==> config.mk <==
export PLATFORM = sky130hd
export DESIGN_NAME = lsu_ctrl
export DESIGN_NICKNAME = d
export VERILOG_FILES = /design/src/rtl/lsu_ctrl.sv
export SDC_FILE = /design/constraint.sdc
export NUM_CORES = 1
export LEC_CHECK = 0
export CAP_MARGIN = 20
export CORE_MARGIN = 2
export CORE_UTILIZATION = 55
export DETAILED_ROUTE_END_ITERATION = 12
export DONT_BUFFER_PORTS = 1
export PLACE_DENSITY = 0.7
export RECOVER_POWER = 100
export SYNTH_ARGS = -nofsm -noshare
export SYNTH_HDL_FRONTEND = slang
export SYNTH_SLANG_ARGS = --single-unit
export TNS_END_PERCENT = 10
==> constraint.sdc <==
create_clock -name clk -period 2.3 [get_ports clk]
set_input_delay 0.69 -clock clk [delete_from_list [all_inputs] [get_ports clk]]
set_output_delay 0.69 -clock clk [all_outputs]
set_load 0.005 [all_outputs]
==> src/rtl/lsu_ctrl.sv <==
// lsu_ctrl: single-outstanding RV32 LW/SW sequencer between register read and data memory.
// Define LSU_CTRL_TIMEOUT_EN to add a watchdog on the response wait (error code 11).
module lsu_ctrl #(
  parameter int XLEN    = 32,
  parameter int TIMEOUT = 16
) (
  input  logic            clk,
  input  logic            rst_n,
  input  logic            req_valid,
  output logic            req_ready,
  input  logic [31:0]     req_instr,
  input  logic [XLEN-1:0] req_rs1_val,
  input  logic [XLEN-1:0] req_rs2_val,
  output logic            mem_req_valid,
  input  logic            mem_req_ready,
  output logic [XLEN-1:0] mem_addr,
  output logic [XLEN-1:0] mem_wdata,
  output logic            mem_we,
  output logic [3:0]      mem_be,
  input  logic            mem_rsp_valid,
  input  logic [XLEN-1:0] mem_rdata,
  output logic            cmpl_valid,
  output logic [1:0]      cmpl_err,
  output logic            wb_valid,
  output logic [4:0]      wb_rd,
  output logic [XLEN-1:0] wb_data,
  output logic            busy
);

  typedef enum logic [1:0] {S_IDLE, S_ISSUE, S_WAIT, S_RESP} state_e;

  localparam logic [1:0] ERR_OK      = 2'b00;
  localparam logic [1:0] ERR_MISALGN = 2'b01;
  localparam logic [1:0] ERR_ILLEGAL = 2'b10;
  localparam logic [1:0] ERR_TIMEOUT = 2'b11;

  state_e          state_q, state_d;
  logic [XLEN-1:0] addr_q, addr_d;
  logic [XLEN-1:0] wdata_q, wdata_d;
  logic            we_q, we_d;
  logic [4:0]      rd_q, rd_d;
  logic [1:0]      err_q, err_d;
  logic [4:0]      wb_rd_q, wb_rd_d;
  logic [XLEN-1:0] wb_data_q, wb_data_d;

  logic [6:0]      opcode;
  logic [2:0]      funct3;
  logic            is_load, is_store, illegal;
  logic [11:0]     imm;
  logic [XLEN-1:0] eff_addr;
  logic            timed_out;
  logic            unused_instr;

  assign opcode   = req_instr[6:0];
  assign funct3   = req_instr[14:12];
  assign is_load  = (opcode == 7'b0000011);
  assign is_store = (opcode == 7'b0100011);
  assign illegal  = !(is_load || is_store) || (funct3 != 3'b010);
  assign imm      = is_store ? {req_instr[31:25], req_instr[11:7]} : req_instr[31:20];
  assign eff_addr = req_rs1_val + {{(XLEN-12){imm[11]}}, imm};
  // rs1 field index is resolved upstream; only its value arrives here
  assign unused_instr = ^req_instr[19:15];

`ifdef LSU_CTRL_TIMEOUT_EN
  localparam int CW = $clog2(TIMEOUT + 1);
  logic [CW-1:0] cnt_q, cnt_d;

  assign timed_out = (cnt_q == CW'(TIMEOUT - 1));

  always_comb begin
    cnt_d = cnt_q;
    if (state_q == S_ISSUE) begin
      cnt_d = '0;
    end else if (state_q == S_WAIT) begin
      cnt_d = cnt_q + CW'(1);
    end
  end

  always_ff @(posedge clk or negedge rst_n) begin
    if (!rst_n) begin
      cnt_q <= '0;
    end else begin
      cnt_q <= cnt_d;
    end
  end
`else
  logic unused_cfg;
  assign unused_cfg = (TIMEOUT > 0);
  assign timed_out  = 1'b0;
`endif

  always_comb begin
    state_d   = state_q;
    addr_d    = addr_q;
    wdata_d   = wdata_q;
    we_d      = we_q;
    rd_d      = rd_q;
    err_d     = err_q;
    wb_rd_d   = wb_rd_q;
    wb_data_d = wb_data_q;
    case (state_q)
      S_IDLE: begin
        if (req_valid) begin
          if (illegal) begin
            err_d   = ERR_ILLEGAL;
            state_d = S_RESP;
          end else if (eff_addr[1:0] != 2'b00) begin
            err_d   = ERR_MISALGN;
            state_d = S_RESP;
          end else begin
            err_d   = ERR_OK;
            addr_d  = eff_addr;
            wdata_d = req_rs2_val;
            we_d    = is_store;
            rd_d    = req_instr[11:7];
            state_d = S_ISSUE;
          end
        end
      end
      S_ISSUE: begin
        if (mem_req_ready) state_d = S_WAIT;
      end
      S_WAIT: begin
        // a response in the final counted cycle beats the watchdog
        if (mem_rsp_valid) begin
          state_d = S_RESP;
          if (!we_q && rd_q != 5'd0) begin
            wb_rd_d   = rd_q;
            wb_data_d = mem_rdata;
          end
        end else if (timed_out) begin
          err_d   = ERR_TIMEOUT;
          state_d = S_RESP;
        end
      end
      S_RESP: begin
        state_d = S_IDLE;
      end
      default: state_d = S_IDLE;
    endcase
  end

  always_ff @(posedge clk or negedge rst_n) begin
    if (!rst_n) begin
      state_q   <= S_IDLE;
      addr_q    <= '0;
      wdata_q   <= '0;
      we_q      <= 1'b0;
      rd_q      <= '0;
      err_q     <= ERR_OK;
      wb_rd_q   <= '0;
      wb_data_q <= '0;
    end else begin
      state_q   <= state_d;
      addr_q    <= addr_d;
      wdata_q   <= wdata_d;
      we_q      <= we_d;
      rd_q      <= rd_d;
      err_q     <= err_d;
      wb_rd_q   <= wb_rd_d;
      wb_data_q <= wb_data_d;
    end
  end

  assign req_ready     = (state_q == S_IDLE);
  assign busy          = (state_q != S_IDLE);
  assign mem_req_valid = (state_q == S_ISSUE);
  assign mem_addr      = addr_q;
  assign mem_wdata     = wdata_q;
  assign mem_we        = we_q;
  assign mem_be        = 4'hF;
  assign cmpl_valid    = (state_q == S_RESP);
  assign cmpl_err      = (state_q == S_RESP) ? err_q : ERR_OK;
  // err_q gates out the stale we_q/rd_q left behind by an error-path instruction
  assign wb_valid      = (state_q == S_RESP) && (err_q == ERR_OK) && !we_q && (rd_q != 5'd0);
  assign wb_rd         = wb_rd_q;
  assign wb_data       = wb_data_q;

endmodule

==> run summary, run 1 <==
Post-synth EDFFs: 0
core area: 10800 sq um
PwrDens: 589 nW/um^2
Worst path max stage delay: 0.29 ns
Die H: 109 microns
DP HPWL: 12800 microns
Crit Path Class: input pin to flip-flop
clock buffer depth: 2
commonest cells in the synthesized netlist: nand2_1 (167), dfrtp_1 (111), mux2_2 (43)
Tcrit/Tclk final: 135%
antenna cells: 0
Placement Cell Area: 6970 sq um
clock-pin slew on the worst setup and hold paths: 0.11 ns
CTS tree: done
DP Worst Slack: -1.36 ns
Worst Setup Slack, final: -0.807 ns
die area: 12000 sq um
RSZ-0062 raised after global routing: true
Final Hold Viols: 0
Slew Limit Fails: 0
Worst-Skew Late Latency: 0.38 ns
post-synth top area share: 45.5%
CTS Buf Count: 9
Least-Margin Pin Slew: 0.863 ns
first-pass GRT wire length: 24500 microns
DR DRC count: 0
Period minus WS final: 3.11 ns
# setup viols final: 72
total number of vias: 5070
Gate Count Post-Synth: 646
Pleak: 3.85 nW
Max VDD drop: 288 uV
initial drt markers: 367
vias in the first global route: 4859
Startpoint Class: input pin
Synth Cell Area: 6110 sq um
Layout fillers: 837
cell chain of the critical path: nor4_4, and3_4, nand2_4, buf_12, mux2_2, ha_4, a211o_1, o21ai_4, a21oi_4, buf_4, or2_4, o31ai_4, xor2_1, o21ai_0
Area Growth Syn to Fin: 23.9%
fraction of layout cells with a size suffix above 1: 29.8%
outcome: finished, violations left
Final Net Count: 902
H-tree levels: 3
total iterations of the first detailed-routing run: 5
Routed WL per cell: 19.2 microns
largest area contributor in the netlist: dfrtp_1
max cap viols: 0
delay-heaviest family, CP: compound AO/OA/AOI/OAI gates
sequential area share after synthesis: 45.5%
YS warnings: 0
Rows: 38
critical path arrival: 3.38 ns
Setup crit end kind: flip-flop
largest net degree at the start of global routing: 112
Highest Clock Rate: 0.322 GHz
# port buffers: 0
Max Clock Skew: 0.0113 ns
final wirelength: 16800 microns
top_reg_cell synth: dfrtp_1
Final ANT Viol Nets: 0
placed cells: 843
top post-synthesis cells by area: dfrtp_1 (45%), nand2_1 (10%), mux2_2 (7.9%)
gr usage total: 26.9%
CP Buf/Inv Count: 2
post-synthesis async set-or-reset flop share: 100%
initial antenna violation count: 0
Initial Util: 56.3%
critical path fanouts, max: 4
Min-Delay Path Class: input pin to async pin
CP Data Required Time: 2.57 ns
CTS root buf: clkbuf_8
Finished Layout Cells: 878
Slowest cell on crit path: mux2_2
#FFs+latches synth: 111
fin area: 7570 sq um
Slew HR: 42.5%
clk sink count: 111
violated checks: negative setup slack
GP Congestion: 0.950
I/O pins: 246
Mapped Avg Cell Area: 9.45 sq um
post-synthesis cell type count: 58
total gr overflow: 0
count leader, synth: nand2_1
chip width: 109 microns
post-DR vias/cell: 5.77
## registers in the layout (all words and copies together), names as in the netlist
signal,flops
wb_rd,5
state_q,2
mem_addr,32
mem_wdata,32
wb_data,32
rd_q,5
err_q,2
mem_we,1
## metal layers
layer,wire [microns],GRT usage [%],part of all wire (%)
met1,6450,32.3,38
met4,743,12.8,4.4
met3,1380,6.82,8.2
met5,0,0,0
met2,8260,45.0,49
## report_power, final
part | internal (mW) | leakage (nW) | switching (mW) | total [mW]
combinational | 0.541 | 2.20 | 0.553 | 1.09
clock | 0.537 | 0.110 | 0.746 | 1.28
sequential | 2.02 | 1.54 | 0.0577 | 2.08
## cell usage in the layout (no fill, tap or decap), drive strengths merged, types with 2 or more instances in the layout
cell,synthesis,routed
a211oi,5,5
a21o,17,17
a21oi,38,38
a31o,3,3
a31oi,5,5
and2,4,4
and3,7,7
buf,16,108
clkbuf,21,10
clkinv,0,3
conb,1,4
dfrtp,111,111
ha,35,35
inv,15,18
mux2,43,43
mux2i,3,3
nand2,167,167
nand2b,3,3
nand3,12,12
nand4,7,7
nor2,16,16
nor2b,3,3
nor3,8,8
nor4,2,2
o211ai,5,5
o21a,2,2
o21ai,47,47
o21bai,4,4
o31ai,4,4
xnor2,11,11
xor2,15,15
## path summary, 6_finish.rpt
| check | to | start | cells past startpoint | slack [ns] |
|---|---|---|---|---|
| worst max-delay path | mem_addr[20] | req_instr[6] | 14 | -0.81 |
| worst min-delay path | mem_wdata[21] | rst_n | 0 | 0.002 |
| worst max register to register | wb_data[12] | rd_q[1] | 5 | 0.20 |
| worst min register to register | rd_q[2] | rd_q[2] | 2 | 0.50 |
| max in group asynchronous | mem_wdata[8] | rst_n | 0 | 2.11 |
| min in group clk | mem_wdata[2] | req_rs2_val[2] | 2 | 0.42 |
## cells by family (layout without fill, tap and decap cells)
family	count (synthesis)	count (layout)	synth area share, %
xor+xnor	26	26	3.73
compound gates	138	138	14.4
flops	111	111	45.5
fa+ha+maj	36	36	7.50
buf+inv	52	141	3.65
simple gates	236	236	16.8
other cells	1	4	0.0614
mux	46	46	8.42
## stage by stage
step	hold WS, ns	total power [mW]	TNS [ns]	utilization [%]
2_1_floorplan	0.394	2.75	-60.86	-
3_3_place_gp	0.397	3.06	-70.71	64.3
3_5_place_dp	0.397	3.09	-74.86	64.3
4_1_cts	-0.0317	4.44	-43.18	68.6
5_1_grt	-0.0287	4.67	-50.64	69.8
6_report	0.00195	4.46	-44.34	69.8
## final cells by class
type                            instances  area [sq um]  area share, %
Timing Repair Buffer                  110           930           12.3
Multi-Input combinational cell        486          3410           45.0
Clock inverter                          7          97.6           1.29
Inverter                               15          56.3          0.744
Sequential cell                       111          2780           36.7
Clock buffer                            9           124           1.64
Tap cell                              140           175           2.31
## repair_timing
item	CTS	global route
buffers inserted	14	6
endpoints found under the hold margin	111	111
endpoints found under the setup margin	72	72
resized for setup	31	17
cloned	1	0
pin swaps	32	14
No activity file was read; power rests on OpenSTA's default activity.
==> inputs of run 2 (changes only) <==
--- a/config.mk
+++ b/config.mk
@@ -11,5 +11,5 @@
 export DETAILED_ROUTE_END_ITERATION = 12
 export DONT_BUFFER_PORTS = 1
-export PLACE_DENSITY = 0.7
+export PLACE_DENSITY = 0.75
 export RECOVER_POWER = 100
 export SYNTH_ARGS = -nofsm -noshare
==> constraint.sdc (replaced) <==
create_clock -name clk -period 2.3 [get_ports clk]
set_input_delay 0.345 -clock clk [delete_from_list [all_inputs] [get_ports clk]]
set_output_delay 0.345 -clock clk [all_outputs]
set_load 0.005 [all_outputs]
==> run 2 against run 1 <==
  * The flow finishes with violations (negative hold slack, negative setup slack)
  * Clock skew grew 0.00066 ns
  * Sequential share of layout area grew 1.6 points
  * Combinational power shrank 12%
  * Critical path depth grew 3
  * Maximum frequency grew 16%
  * Count of clock-buffer cells in the layout is the same
  * Wire length shrank 6.1%
  * Register-to-register slack is essentially flat
  * Worst setup slack gained 0.42 ns
  * Critical endpoint is now mem_addr[26]
  * Largest cell class unchanged
  * Highest routed layer unchanged
==> run summary, run 2 (same netlist as run 1, synthesis figures left out) <==
Final Hold Viols: 111 (+111)
clock buffer depth: 2 (unchanged)
Worst-Skew Late Latency: 0.38 ns (about the same)
H-tree levels: 3 (unchanged)
critical path fanouts, max: 6 (+2)
gr usage total: 25.6% (-1.2 points)
Placement Cell Area: 6660 sq um (-4.5%)
most frequent cells in the layout: nand2_1 (161), dfrtp_1 (111), buf_4 (50), mux2_2 (40), a21oi_1 (32)
Total Power: 4.31 mW (-3.4%)
Worst R2R Path Depth: 8 (+3)
Tcrit/Tclk final: 117% (-18 points)
antenna cells: 0 (unchanged)
Die H: 109 microns (unchanged)
RSZ-0062 raised after global routing: true
Rows: 38 (unchanged)
Routed WL per cell: 18.9 microns (-1.2%)
final wirelength: 15800 microns (-6.1%)
Crit Path Class: input pin to flip-flop
Final Net Count: 858 (-4.9%)
initial antenna violation count: 0 (unchanged)
violated checks: negative hold slack, negative setup slack
DR DRC count: 0 (unchanged)
total number of vias: 4844 (-4.5%)
initial drt markers: 290 (-21%)
CP Data Required Time: 2.57 ns (about the same)
total gr overflow: 0 (unchanged)
R2R Path End: mem_addr[29]
critical path arrival: 2.96 ns (-0.42 ns)
I/O pins: 246 (unchanged)
Worst Hold Slack: -0.355 ns (-0.357 ns)
Pleak: 3.63 nW (-5.7%)
post-DR vias/cell: 5.81 (+0.58%)
Slew HR: 62.9% (+20 points)
Highest Clock Rate: 0.372 GHz (+16%)
Final ANT Viol Nets: 0 (unchanged)
chip width: 109 microns (unchanged)
Period minus WS final: 2.69 ns (-0.419 ns)
Max Clock Skew: 0.0120 ns (+0.000655 ns)
fraction of layout cells with a size suffix above 1: 25.4% (-4.5 points)
PwrDens: 594 nW/um^2 (+0.82%)
# setup viols final: 70 (-2.8%)
CTS root buf: clkbuf_8
total iterations of the first detailed-routing run: 5 (unchanged)
Worst Setup SP: req_instr[6]
core area: 10800 sq um (unchanged)
Min-Delay Path Class: input pin to async pin
multi-input logic area: 3400 sq um (-0.18%)
fin area: 7250 sq um (-4.1%)
CTS tree: done
GP Congestion: 0.940 (-0.97%)
# port buffers: 0 (unchanged)
FF/Latch Area: 2780 sq um (unchanged)
leading cell type in the layout, fill and taps excluded: nand2_1
met2 GRT Util: 45.8% (+0.75 points)
GRT met3 Usage: 5.28% (-1.5 points)
Least-Margin Pin Slew: 0.552 ns (-0.311 ns)
DP HPWL: 12000 microns (-6.1%)
Initial Util: 56.3% (unchanged)
max cap viols: 0 (unchanged)
post-route setup TNS: -17.67 ns (+26.67 ns)
Area Growth Syn to Fin: 18.8%
outcome: finished, violations left
Startpoint Class: input pin
Setup crit end kind: flip-flop
first-pass GRT wire length: 23800 microns (-2.9%)
Layout fillers: 825 (-1.4%)
Max VDD drop: 384 uV (+33%)
CTS Buf Count: 9 (unchanged)
Worst Setup Slack, final: -0.388 ns (+0.419 ns)
die area: 12000 sq um (unchanged)
busiest layer in global routing: met2
largest net degree at the start of global routing: 112 (unchanged)
clk sink count: 111 (unchanged)
crit path to: mem_addr[26]
reg2reg setup slack: 0.20 ns (about the same)
R2R Path Start: state_q[1]
met1 usage: 31.1% (-1.3 points)
vias in the first global route: 4669 (-3.9%)
Slew Limit Fails: 0 (unchanged)
clock-pin slew on the worst setup and hold paths: 0.12 ns (about the same)
==> run 2: how the worst min path moves through the flow <==
stage | start | to | slack (ns) | cells after the start
finish | rst_n | mem_addr[10] | -0.35 | 0
global route | rst_n | wb_data[14] | -0.38 | 0
CTS | rst_n | mem_addr[13] | -0.38 | 0
detailed placement | rst_n | mem_addr[1] | 0.05 | 0
global placement | rst_n | mem_addr[1] | 0.05 | 0
floorplan | rst_n | err_q[0] | 0.05 | 0
==> run 2: metal layers <==
layer  routed length, microns  vias to the layer above
met5                        0                        -
met4                      314                        0
met3                     1220                       20
met2                     8140                      189
met1                     6130                     2320
li1                         -                     2315
==> run 2: per-stage QoR <==
step,cells,setup WS [ns],util (%)
6_report,834,-0.388,66.9
3_5_place_dp,803,-0.873,61.4
3_3_place_gp,803,-0.799,61.4
2_1_floorplan,649,-0.636,-
5_1_grt,834,-0.479,66.9
4_1_cts,832,-0.415,66.2
==> run 2: what timing repair did <==
item	4_1_cts	5_1_grt
setup endpoints to repair	70	71
gates cloned	4	0
resized for setup	36	19
buffers inserted	9	2
hold endpoints to repair	111	111
pin swaps	23	20
==> run 2: report_power, final <==
group / internal [mW] / switching (mW)
registers: 2.02 / 0.0601
logic: 0.442 / 0.516
clock network: 0.539 / 0.727
total: 3.00 / 1.30
==> run 2: layout make-up <==
type / count / share of cell area (%)
multi-input combinational: 487 / 46.9
sequential: 111 / 38.3
timing repair buffer: 65 / 8.61
tap: 140 / 2.41
clock buffer: 9 / 1.71
clock inverter: 7 / 1.31
inverter: 15 / 0.776
==> run 2: critical path, cell delays in order <==
cell and delay [ns]:
nor4_4 0.24, and3_4 0.25, nand2_8 0.07, mux2_4 0.21
ha_4 0.14, inv_2 0.04, fa_2 0.34, nand2b_4 0.16
a21oi_4 0.16, o21ai_4 0.08, a21oi_4 0.15, and4_4 0.24
nor3_4 0.05, buf_6 0.14, o21ai_2 0.11, xnor2_1 0.13
o21ai_1 0.07
==> inputs of run 3 (changes only) <==
Settings changed: CORE_UTILIZATION 55 to 60, PLACE_DENSITY 0.75 to 0.81.
==> run 3 against run 2 <==
  * The run still ends with negative hold slack, negative setup slack left
  * Via count up 3.9%
  * Sequential share of layout area down 1.4 points
  * Worst setup slack worse by 0.072 ns
  * First-iteration DRC count up 22%
  * Critical path depth down 2
  * Register-to-register slack about the same
  * Worst hold slack better by 0.0026 ns
  * Critical path type unchanged
  * Largest power group unchanged
==> run summary, run 3 (same netlist as run 1, synthesis figures left out) <==
Max VDD drop: 392 uV (+2.1%)
PwrDens: 567 nW/um^2 (-4.5%)
antenna cells: 0 (unchanged)
post-DR vias/cell: 5.98 (+3.0%)
Tcrit/Tclk final: 120% (+3.1 points)
Min-Delay Path Class: input pin to async pin
Initial Util: 62.2% (+5.9 points)
Startpoint Class: input pin
critical path arrival: 3.03 ns (+0.07 ns)
die area: 11000 sq um (-8.0%)
Worst-Skew Late Latency: 0.38 ns (about the same)
Worst Setup Slack, final: -0.460 ns (-0.0722 ns)
Area Growth Syn to Fin: 23.4%
CTS root buf: clkbuf_8
final wirelength: 16900 microns (+6.8%)
post-route setup TNS: -21.06 ns (-3.39 ns)
Final Hold Viols: 111 (unchanged)
Finished Layout Cells: 841 (+0.84%)
Placement Cell Area: 6740 sq um (+1.3%)
initial drt markers: 353 (+22%)
largest net degree at the start of global routing: 112 (unchanged)
outcome: finished, violations left
Finished Core Util: 76.7% (+9.8 points)
# port buffers: 0 (unchanged)
total gr overflow: 0 (unchanged)
vias in the first global route: 5094 (+9.1%)
most frequent cells in the layout: nand2_1 (145), dfrtp_1 (111), buf_4 (59), mux2_2 (40)
CP Data Required Time: 2.57 ns (about the same)
Setup crit end kind: flip-flop
fraction of layout cells with a size suffix above 1: 30.5% (+5.1 points)
violated checks: negative hold slack, negative setup slack
Die H: 105 microns (-4.1%)
Worst Hold Slack: -0.352 ns (+0.00257 ns)
Routed WL per cell: 20.1 microns (+5.9%)
# setup viols final: 70 (unchanged)
clock-pin slew on the worst setup and hold paths: 0.11 ns (about the same)
critical path fanouts, max: 4 (-2)
CTS Buf Count: 9 (unchanged)
Least-Margin Pin Slew: 0.866 ns (+0.315 ns)
max cap viols: 0 (unchanged)
clk sink count: 111 (unchanged)
chip width: 105 microns (-4.1%)
initial antenna violation count: 0 (unchanged)
Rows: 36 (-5.3%)
Crit Path Class: input pin to flip-flop
GP Congestion: 0.896 (-4.7%)
first-pass GRT wire length: 26800 microns (+13%)
I/O pins: 246 (unchanged)
CTS tree: done
Final Net Count: 872 (+1.6%)
Max Clock Skew: 0.00888 ns (-0.00308 ns)
clock buffer depth: 2 (unchanged)
total number of vias: 5031 (+3.9%)
Final ANT Viol Nets: 0 (unchanged)
total iterations of the first detailed-routing run: 5 (unchanged)
placed cells: 805 (+0.25%)
gr usage total: 31.1% (+5.4 points)
DR DRC count: 0 (unchanged)
DP HPWL: 12400 microns (+3.5%)
Period minus WS final: 2.76 ns (+0.0722 ns)
core area: 9820 sq um (-9.4%)
Highest Clock Rate: 0.362 GHz (-2.6%)
fin area: 7530 sq um (+3.8%)
Slew Limit Fails: 0 (unchanged)
Slew HR: 42.2% (-21 points)
Pleak: 3.77 nW (+3.9%)
RSZ-0062 raised after global routing: true
leading cell type in the layout, fill and taps excluded: nand2_1
H-tree levels: 3 (unchanged)
[run 3: metal layers]
layer | track usage, % | part of all wire, % | up-vias | wire length [microns]
met5 | 0 | 0 | - | 0
met4 | 11.9 | 2.9 | 0 | 496
met3 | 9.42 | 8.7 | 36 | 1470
met2 | 53.5 | 51 | 220 | 8610
met1 | 36.5 | 37 | 2438 | 6300
li1 | - | - | 2337 | -
[run 3: what timing repair did]
item | in CTS | in global routing
setup endpoints to repair | 71 | 70
gates resized for setup | 74 | 24
pin swaps | 58 | 25
hold endpoints to repair | 111 | 111
setup buffers | 11 | 3
cloned | 6 | 0
[run 3: final timing paths]
kind | to | slack [ns] | cells after the start | from
setup / recovery | mem_addr[27] | -0.46 | 15 | req_instr[6]
max in group asynchronous | mem_wdata[3] | 2.46 | 0 | rst_n
hold reg to reg | mem_wdata[27] | 0.50 | 2 | mem_wdata[27]
hold / removal | wb_data[27] | -0.35 | 0 | rst_n
setup reg to reg | wb_data[18] | 0.21 | 5 | state_q[0]
min in group clk | mem_wdata[14] | 0.07 | 2 | req_rs2_val[14]
[run 3: worst max-delay path, cell delays in order]
cell and delay, ns:
nor4_4 0.27, and3_4 0.25, nand2_4 0.07, buf_6 0.11
mux2_4 0.31, ha_4 0.23, a211oi_4 0.21, nor2_2 0.07
o21a_1 0.19, a31oi_2 0.22, o21a_2 0.20, a21oi_4 0.09
a21oi_2 0.17, xor2_1 0.18, o21ai_1 0.09
[run 3: layout make-up]
type	instances	area, sq um
Inverter	15	56.3
Multi-Input combinational cell	486	3480
Sequential cell	111	2780
Timing Repair Buffer	80	850
Fill cell	654	2290
Clock inverter	6	77.6
Tap cell	133	166
Clock buffer	10	128
[run 3: report_power, final]
part           leakage, nW  internal, mW  switching [mW]
sequential            1.54          2.02          0.0650
clock                0.101         0.526           0.690
combinational         2.13         0.454           0.513
total                 3.77          3.00            1.27
[run 3: per-stage QoR]
stage	hold slack [ns]	setup WS, ns	total power, mW
2_1_floorplan	0.0494	-0.636	2.75
3_3_place_gp	0.0517	-0.810	2.97
3_5_place_dp	0.0520	-0.913	3.00
4_1_cts	-0.365	-0.422	4.25
5_1_grt	-0.379	-0.594	4.48
6_report	-0.352	-0.460	4.27
